**src/rtl/vend_controller.sv**
```systemverilog
// Vending machine controller: collects coins into a 4-bit credit, vends one of
// four priced items, and returns change or a refund until it is acknowledged.
// Every output is a register; inputs only reach outputs through one clock edge.
module vend_controller #(
    parameter logic [3:0] PRICE0 = 4'd2,
    parameter logic [3:0] PRICE1 = 4'd3,
    parameter logic [3:0] PRICE2 = 4'd5,
    parameter logic [3:0] PRICE3 = 4'd7
) (
    input  logic       Clock,
    input  logic       reset,
    input  logic       coin_valid,
    input  logic [3:0] coin_value,
    input  logic       choice_valid,
    input  logic [1:0] choice,
    input  logic       cancel,
    input  logic       change_ack,
    output logic [3:0] credit,
    output logic       dispense,
    output logic [1:0] item_out,
    output logic [3:0] change,
    output logic       change_valid,
    output logic       coin_reject,
    output logic       insufficient,
    output logic [1:0] state
);

    localparam logic [1:0] IDLE     = 2'd0;
    localparam logic [1:0] COLLECT  = 2'd1;
    localparam logic [1:0] DISPENSE = 2'd2;
    localparam logic [1:0] RETURN   = 2'd3;

    // Item selected in COLLECT and its price, held for the DISPENSE cycle
    logic [1:0] item_q;
    logic [3:0] price_q;

    logic [1:0] state_n;
    logic [3:0] credit_n, change_n, price_q_n;
    logic [1:0] item_out_n, item_q_n;
    logic       dispense_n, change_valid_n, coin_reject_n, insufficient_n;

    logic [3:0] sel_price;
    logic [4:0] coin_sum;
    logic       can_buy;

    always_comb begin
        case (choice)
            2'd0:    sel_price = PRICE0;
            2'd1:    sel_price = PRICE1;
            2'd2:    sel_price = PRICE2;
            default: sel_price = PRICE3;
        endcase
    end

    // Five-bit sum so an overflowing coin can be detected and refused
    assign coin_sum = {1'b0, credit} + {1'b0, coin_value};
    assign can_buy  = (credit >= sel_price);

    // State and output registers, cleared asynchronously
    always_ff @(posedge Clock or posedge reset) begin
        if (reset) begin
            state        <= IDLE;
            credit       <= 4'd0;
            change       <= 4'd0;
            item_out     <= 2'd0;
            dispense     <= 1'b0;
            change_valid <= 1'b0;
            coin_reject  <= 1'b0;
            insufficient <= 1'b0;
            item_q       <= 2'd0;
            price_q      <= 4'd0;
        end else begin
            state        <= state_n;
            credit       <= credit_n;
            change       <= change_n;
            item_out     <= item_out_n;
            dispense     <= dispense_n;
            change_valid <= change_valid_n;
            coin_reject  <= coin_reject_n;
            insufficient <= insufficient_n;
            item_q       <= item_q_n;
            price_q      <= price_q_n;
        end
    end

    // Next-state selection; cancel outranks choice, which outranks coins
    always_comb begin
        state_n = state;
        case (state)
            IDLE:
                if (coin_valid && coin_value != 4'd0) state_n = COLLECT;
            COLLECT:
                if (cancel)                      state_n = RETURN;
                else if (choice_valid && can_buy) state_n = DISPENSE;
            DISPENSE:
                state_n = (credit != price_q) ? RETURN : IDLE;
            default:
                if (change_ack) state_n = IDLE;
        endcase
    end

    // Next values of the registered outputs; pulses default low every cycle
    always_comb begin
        credit_n       = credit;
        change_n       = change;
        change_valid_n = change_valid;
        item_out_n     = item_out;
        item_q_n       = item_q;
        price_q_n      = price_q;
        dispense_n     = 1'b0;
        coin_reject_n  = 1'b0;
        insufficient_n = 1'b0;
        case (state)
            IDLE: begin
                if (coin_valid && coin_value != 4'd0) credit_n = coin_value;
                if (choice_valid) insufficient_n = 1'b1;
            end
            COLLECT: begin
                if (cancel) begin
                    change_n       = credit;
                    change_valid_n = 1'b1;
                    credit_n       = 4'd0;
                    coin_reject_n  = coin_valid;
                end else if (choice_valid && can_buy) begin
                    item_q_n      = choice;
                    price_q_n     = sel_price;
                    coin_reject_n = coin_valid;
                end else begin
                    // A refused selection does not block a coin in the same cycle
                    if (choice_valid) insufficient_n = 1'b1;
                    if (coin_valid) begin
                        if (coin_sum <= 5'd15) credit_n = coin_sum[3:0];
                        else                   coin_reject_n = 1'b1;
                    end
                end
            end
            DISPENSE: begin
                dispense_n     = 1'b1;
                item_out_n     = item_q;
                credit_n       = 4'd0;
                change_n       = credit - price_q;
                change_valid_n = (credit != price_q);
                coin_reject_n  = coin_valid;
            end
            default: begin
                coin_reject_n = coin_valid;
                if (change_ack) begin
                    change_n       = 4'd0;
                    change_valid_n = 1'b0;
                end
            end
        endcase
    end

endmodule

```
**config.mk**
```make
export PLATFORM = sky130hd
export DESIGN_NAME = vend_controller
export DESIGN_NICKNAME = d
export VERILOG_FILES = /design/src/rtl/vend_controller.sv
export SDC_FILE = /design/constraint.sdc
export NUM_CORES = 1
export LEC_CHECK = 0
export BUFFER_PORTS_ARGS = -buffer_cell sky130_fd_sc_hd__buf_2
export CORE_ASPECT_RATIO = 1.25
export CORE_MARGIN = 1
export CORE_UTILIZATION = 35
export CTS_CLUSTER_SIZE = 10
export DETAILED_ROUTE_END_ITERATION = 6
export GPL_TIMING_DRIVEN = 0
export PLACE_DENSITY_LB_ADDON = 0.3
export SKIP_LAST_GASP = 1
export SYNTH_ARGS = -nofsm -noshare
export SYNTH_HDL_FRONTEND = slang
export SYNTH_SLANG_ARGS = --single-unit
```
**constraint.sdc**
```tcl
create_clock -name Clock -period 2.3 [get_ports Clock]
set_input_delay 0.23 -clock Clock [delete_from_list [all_inputs] [get_ports Clock]]
set_output_delay 0.23 -clock Clock [all_outputs]
set_load 0.01 [all_outputs]
```
==> impl_results.md, run 1 <==
* Synthesized area per cell at 9.85 µm²
* Setup Crit Path Kind: register to register
* Routed vias at 1182
* Status: finished, final reports clean
* Vias in the first global route at 1151
* Main flop type after synthesis: dfrtp_1
* Synth area leaders: dfrtp_1 37%, ha_1 12%, o21ai_0 4.2%
* Clk slew on worst S/H paths at 0.08 ns
* Post-layout nets at 213
* Setup slack, reg-to-reg at 0.07 ns
* Cell Count, Final, Fillers Out at 238
* Share of layout cells above drive strength 1 at 0.359
* Vias per inst at 4.97
* Core Box Area at 0.00382 mm²
* Fmax at 449 MHz
* Placed wire-length estimate at 2.34 mm
* First-pass DRT Iterations at 5
* Routability Congestion at 0.864
* Cell area power density at 1430 mW/mm²
* Yosys top cell area share at 0.370
* Worst-Margin Slew at 0.820 ns
* First-pass GRT wire length at 5.10 mm
* Critical R2R Capture: credit[2]
* Area Growth Syn to Fin at 25.0%
* DRT iter0 DRCs at 60
* Register area share after synthesis at 0.370
* Largest net degree at the start of global routing at 22
* Setup violators final at 0
* Yosys reg bits at 21
* DR WL/cell at 13.6 µm
* Initial antenna violation count at 0
* Skew-Pair Late Insertion Delay at 0.26 ns
* Yosys top cell by area: dfrtp_1
* Multi-input logic area at 847 µm²
* TritonCTS clock tree: built
* Hold slack at 0.118 ns
* Max clock buf depth at 2
* CTS Sinks at 21
* CTS root buffer: clkbuf_8
* Synth Cell Area at 0.00142 mm²
* FF+latch area at 529 µm²
* Worst VDD drop at 0.000513 V
* # diodes at 0
* Die area at 0.00431 mm²
* Post-synth cell types at 42
* Lkg Pwr at 0.880 nW
* Worst reg2reg path depth at 9
* Max Cap Viol at 0
* CTS H-tree lvls at 1
* Top cells by count, synth: 21 x dfrtp_1, 15 x inv_1, 14 x ha_1
* Die height at 73.2 µm
* Asr flop ratio synth at 1.00
* Number of enable flip-flop cells after synthesis at 0
* Fillers at 377
* Skew final at 0.00435 ns
* Fin. Hold Viols at 0
* CP Capture Type: register
* # DRC at 0
* CP Max Fanout at 4
* Yosys Warn Count at 0
* Worst slew margin at 0.453
* Critical R2R Launch: credit[0]
* CTS Hold Buffers Added at 0
* Most common cell in the netlist: dfrtp_1
* Post-Route WL at 3.23 mm
* Die Span X at 59.0 µm
* Hold WC Path Type: input pin to asynchronous set/reset pin
* I/O Buffers at 27
* Io pins at 28
* Startpoint Class: register
* Tmin final at 2.23 ns
* GRT Overall Usage at 0.159
* Data arrival, critical path at 2.38 ns
* Slew Viols, Final at 0
* PnR Total Power at 2.53 mW
* Post-layout util at 0.465
* Grt ovf at 0
* Net count after synthesis at 172
* Cell count after placement at 225
* Mapped Cells at 144
* TritonCTS Buffers at 3
* Worst EP required at 2.45 ns
* Final worst-path cycle share at 0.967
* Row Count at 25
* Starting Density at 0.372
* Antenna viol nets, final at 0
[timing repair]
action                     in CTS  in global routing
setup endpoints to repair       0                  6
setup buffers                   0                 10
resized for setup               0                 10
[power breakdown]
group          internal [mW]  leakage (nW)  switching (mW)
registers              0.540         0.261           0.126
clock network          0.123        0.0228           0.121
logic                  0.790         0.596           0.834
[logic make-up (layout without fill, tap and decap cells)]
group | count (synthesis) | count (layout) | synth area share
adder cells (fa/ha/maj) | 16 | 16 | 0.152
AND/OR/NAND/NOR | 37 | 37 | 0.136
AO/OA/AOI/OAI | 38 | 38 | 0.189
buffers and inverters | 20 | 60 | 0.0556
XOR/XNOR | 2 | 2 | 0.0123
flip-flops | 21 | 21 | 0.370
multiplexers | 10 | 10 | 0.0855
[area by class of cell]
type	count	area share
multi-input combinational	103	0.478
timing repair buffer	37	0.119
tap	54	0.0381
buffer	4	0.00988
inverter	15	0.0318
clock buffer	4	0.0254
sequential	21	0.299
[how the worst max path moves through the flow]
stage,from,endpoint,slack [ns],cells after the start
after CTS,credit[2],credit[3],0.04,6
after global placement,choice[1],credit[2],-0.02,8
final,credit[0],credit[2],0.07,9
after detailed placement,choice[1],credit[2],-0.03,8
after floorplan,credit[2],credit[1],0.19,6
after global routing,credit[0],credit[2],-0.02,8
[critical path: stages, from the launching register on]
cell and delay, ns:
dfrtp_1 0.41, buf_4 0.14, ha_1 0.20, inv_2 0.07, fa_2 0.20, nand2b_4 0.13, o2bb2ai_1 0.13, nand2_1 0.11
a211oi_4 0.39, mux2_4 0.33
[metrics by stage]
stage          TNS (ns)  cell area [µm²]  setup WS (ns)
2_1_floorplan         0             1420          0.194
3_3_place_gp    -0.0535             1620        -0.0199
3_5_place_dp    -0.0901             1620        -0.0303
4_1_cts               0             1670         0.0363
5_1_grt         -0.0556             1770        -0.0222
6_report              0             1770         0.0748
[sequential cells by signal, summed over array words and instances (netlist names)]
| register | cells |
|---|---|
| change | 4 |
| change_valid | 1 |
| coin_reject | 1 |
| credit | 4 |
| dispense | 1 |
| insufficient | 1 |
| item_out | 2 |
| item_q | 2 |
| price_q | 3 |
| state | 2 |
[per-layer routing]
layer  track usage  wire, µm  share of wire
met2         0.264      1690           0.52
met1         0.189      1340           0.42
met3        0.0230       110          0.034
met4        0.0979        82          0.025
met5             0         0              0
[placed cells by master (no fill, tap or decap), types with 3 or more instances in the layout]
master    synthesis  routed
mux2_2            5       5
clkbuf_1          2       3
buf_2             3      29
a21oi_1           8       8
o21ai_0          12      12
dfrtp_1          21      18
mux2_4            3       3
nor2_1            8       8
dfrtp_2           0       3
clkbuf_8          0       3
inv_1            15      14
buf_4             0      10
nand2_1          12      11
nor2b_1           4       3
ha_1             14      13
(Power assumes the default switching activity.)
==> run 2: changes to the inputs <==
--- a/config.mk
+++ b/config.mk
@@ -12,6 +12,7 @@
 export CTS_CLUSTER_SIZE = 10
 export DETAILED_ROUTE_END_ITERATION = 6
 export GPL_TIMING_DRIVEN = 0
+export HOLD_SLACK_MARGIN = 0.12
 export PLACE_DENSITY_LB_ADDON = 0.3
 export SKIP_LAST_GASP = 1
 export SYNTH_ARGS = -nofsm -noshare
==> constraint.sdc (replaced) <==
create_clock -name Clock -period 2.3 [get_ports Clock]
set_input_delay 0.115 -clock Clock [delete_from_list [all_inputs] [get_ports Clock]]
set_output_delay 0.115 -clock Clock [all_outputs]
set_load 0.01 [all_outputs]
==> impl_results.md, run 2 (synthesis results as in run 1) <==
* Top flop regs: change x4, credit x4, price_q x3 (unchanged)
* First-pass DRT Iterations at 4 (was 5)
* Pre-CTS WS at 0.0538 ns (was -0.0303 ns)
* DRT iter0 DRCs at 41 (was 60)
* Vias per inst at 5.00 (was 4.97)
* Initial antenna violation count at 0 (unchanged)
* Final Cell Area at 0.00183 mm² (was 0.00177 mm²)
* Worst EP required at 2.45 ns (about the same)
* CTS Sinks at 21 (unchanged)
* Met2 routed WL at 1.69 mm (about the same)
* Skew-Pair Late Insertion Delay at 0.26 ns (about the same)
* Crit path from: credit[0] (unchanged)
* Slew Viols, Final at 0 (unchanged)
* CP max-delay cell: dfrtp_1 (unchanged)
* Fmax at 451 MHz (was 449 MHz)
* Placed Instance Area at 0.00162 mm² (unchanged)
* Fillers at 375 (was 377)
* Post-layout util at 0.480 (was 0.465)
* Hold path cells at 2
* Routability Congestion at 0.864 (unchanged)
* CTS root buffer: clkbuf_8 (unchanged)
* Most common cell after layout, fill and taps aside: buf_2 (unchanged)
* Critical R2R Launch: credit[0] (unchanged)
* Antenna viol nets, final at 0 (unchanged)
* Hold slack at 0.140 ns (was 0.118 ns)
* Critical R2R Capture: credit[2] (unchanged)
* Post-layout nets at 219 (was 213)
* CP peak stage delay at 0.39 ns (was 0.41 ns)
* Core Box Area at 0.00382 mm² (unchanged)
* Met3 WL at 111 µm (was 110 µm)
* Cell chain of the critical path: inv_1, ha_1, or2b_4, a31oi_4, nor2_4, buf_4, a211oi_4, mux2_4 (was buf_4, ha_1, inv_2, fa_2, nand2b_4, o2bb2ai_1, nand2_1, a211oi_4, mux2_4)
* Metal1 wirelength at 1.36 mm (was 1.34 mm)
* Hold path startpoint: choice[1]
* # diodes at 0 (unchanged)
* Lkg Pwr at 0.906 nW (was 0.880 nW)
* Setup Crit Path Kind: register to register (unchanged)
* Top Layer Used: met4 (unchanged)
* Worst-Margin Slew at 0.822 ns (was 0.820 ns)
* Cell area power density at 1390 mW/mm² (was 1430 mW/mm²)
* Worst Hold End: item_q[1]
* CTS H-tree lvls at 1 (unchanged)
* Startpoint Class: register (unchanged)
* GRT Overall Usage at 0.161 (was 0.159)
* Largest net degree at the start of global routing at 22 (unchanged)
* Fin. Hold Viols at 0 (unchanged)
* Starting Density at 0.372 (unchanged)
* Row Count at 25 (unchanged)
* DR WL/cell at 13.2 µm (was 13.6 µm)
* Final worst slack at 0.0814 ns (was 0.0748 ns)
* CP Capture Type: register (unchanged)
* Placed wire-length estimate at 2.34 mm (unchanged)
* Vias in the first global route at 1183 (was 1151)
* Io pins at 28 (unchanged)
* CP Max Fanout at 4 (unchanged)
* Setup slack, reg-to-reg at 0.08 ns (was 0.07 ns)
* Grt ovf at 0 (unchanged)
* Data arrival, critical path at 2.37 ns (was 2.38 ns)
* Tmin final at 2.22 ns (was 2.23 ns)
* Hold WC Path Type: input pin to register (was input pin to asynchronous set/reset pin)
* Worst reg2reg path depth at 8 (was 9)
* Area Growth Syn to Fin at 29.0% (was 25.0%)
* Share of layout cells above drive strength 1 at 0.353 (was 0.359)
* Die Span X at 59.0 µm (unchanged)
* Worst slew margin at 0.451 (was 0.453)
* Worst VDD drop at 0.000513 V (about the same)
* Setup violators final at 0 (unchanged)
* Die height at 73.2 µm (unchanged)
* # DRC at 0 (unchanged)
* Final worst-path cycle share at 0.965 (was 0.967)
* Clk slew on worst S/H paths at 0.08 ns (about the same)
* I/O Buffers at 27 (unchanged)
* Die area at 0.00431 mm² (unchanged)
* Routed vias at 1220 (was 1182)
* Skew final at 0.00409 ns (was 0.00435 ns)
* Most frequent cells in the layout: 29 x buf_2, 18 x dfrtp_1, 14 x inv_1 (unchanged)
* Post-Route WL at 3.22 mm (was 3.23 mm)
* TritonCTS Buffers at 3 (unchanged)
* First-pass GRT wire length at 5.20 mm (was 5.10 mm)
* TritonCTS clock tree: built (unchanged)
* Status: finished, final reports clean (unchanged)
* Max Cap Viol at 0 (unchanged)
* Max clock buf depth at 2 (unchanged)
* PnR Total Power at 2.54 mW (was 2.53 mW)
==> run 2: cell count changes in the layout (fill, tap and decap cells not counted) <==
cell           change
buf_4              +1
dlygate4sd3_1      +5
==> run 2: per-stage QoR <==
step / std cells / TNS, ns
floorplan: 144 / 0
global placement: 225 / 0
detailed placement: 225 / 0
CTS: 234 / 0
global route: 244 / -0.0556
finish: 244 / 0
==> run 2: what timing repair did <==
action,CTS,global route
endpoints found under the hold margin,25,0
hold buffers,5,0
setup endpoints to repair,0,6
buffers inserted,0,11
resized for setup,0,10
==> run 2: worst max path at each step <==
| stage | end | depth (start not counted) |
|---|---|---|
| 2_1_floorplan | credit[1] | 6 |
| 4_1_cts | credit[3] | 6 |
| 5_1_grt | credit[2] | 8 |
| 3_3_place_gp | credit[2] | 6 |
| 6_report | credit[2] | 8 |
| 3_5_place_dp | credit[2] | 6 |
==> run 2: worst max-delay path, delay by kind of cell (launching register included) <==
kind	cells	cell delay (ns)
AO/OA/AOI/OAI	2	0.56
adder cells (fa/ha/maj)	1	0.29
buffers and inverters	2	0.24
flip-flops	1	0.39
multiplexers	1	0.33
AND/OR/NAND/NOR	2	0.31
==> run 2: final cells by class <==
| type | instances | area [µm²] | share of cell area |
|---|---|---|---|
| Sequential cell | 21 | 529 | 0.289 |
| Buffer | 4 | 17.5 | 0.00957 |
| Tap cell | 54 | 67.6 | 0.0369 |
| Timing Repair Buffer | 43 | 268 | 0.146 |
| Clock buffer | 4 | 45.0 | 0.0246 |
| Multi-Input combinational cell | 103 | 847 | 0.463 |
| Inverter | 15 | 56.3 | 0.0308 |
==> run 2: metal layers <==
layer | GRT usage | vias to the layer above
met1 | 0.189 | 592
met3 | 0.0230 | 4
met5 | 0 | -
met2 | 0.279 | 35
li1 | - | 589
met4 | 0.0873 | 0
==> run 2: power breakdown <==
part	switching, mW	leakage, nW	internal [mW]
clock network	0.121	0.0228	0.123
logic	0.828	0.622	0.802
registers	0.128	0.261	0.540
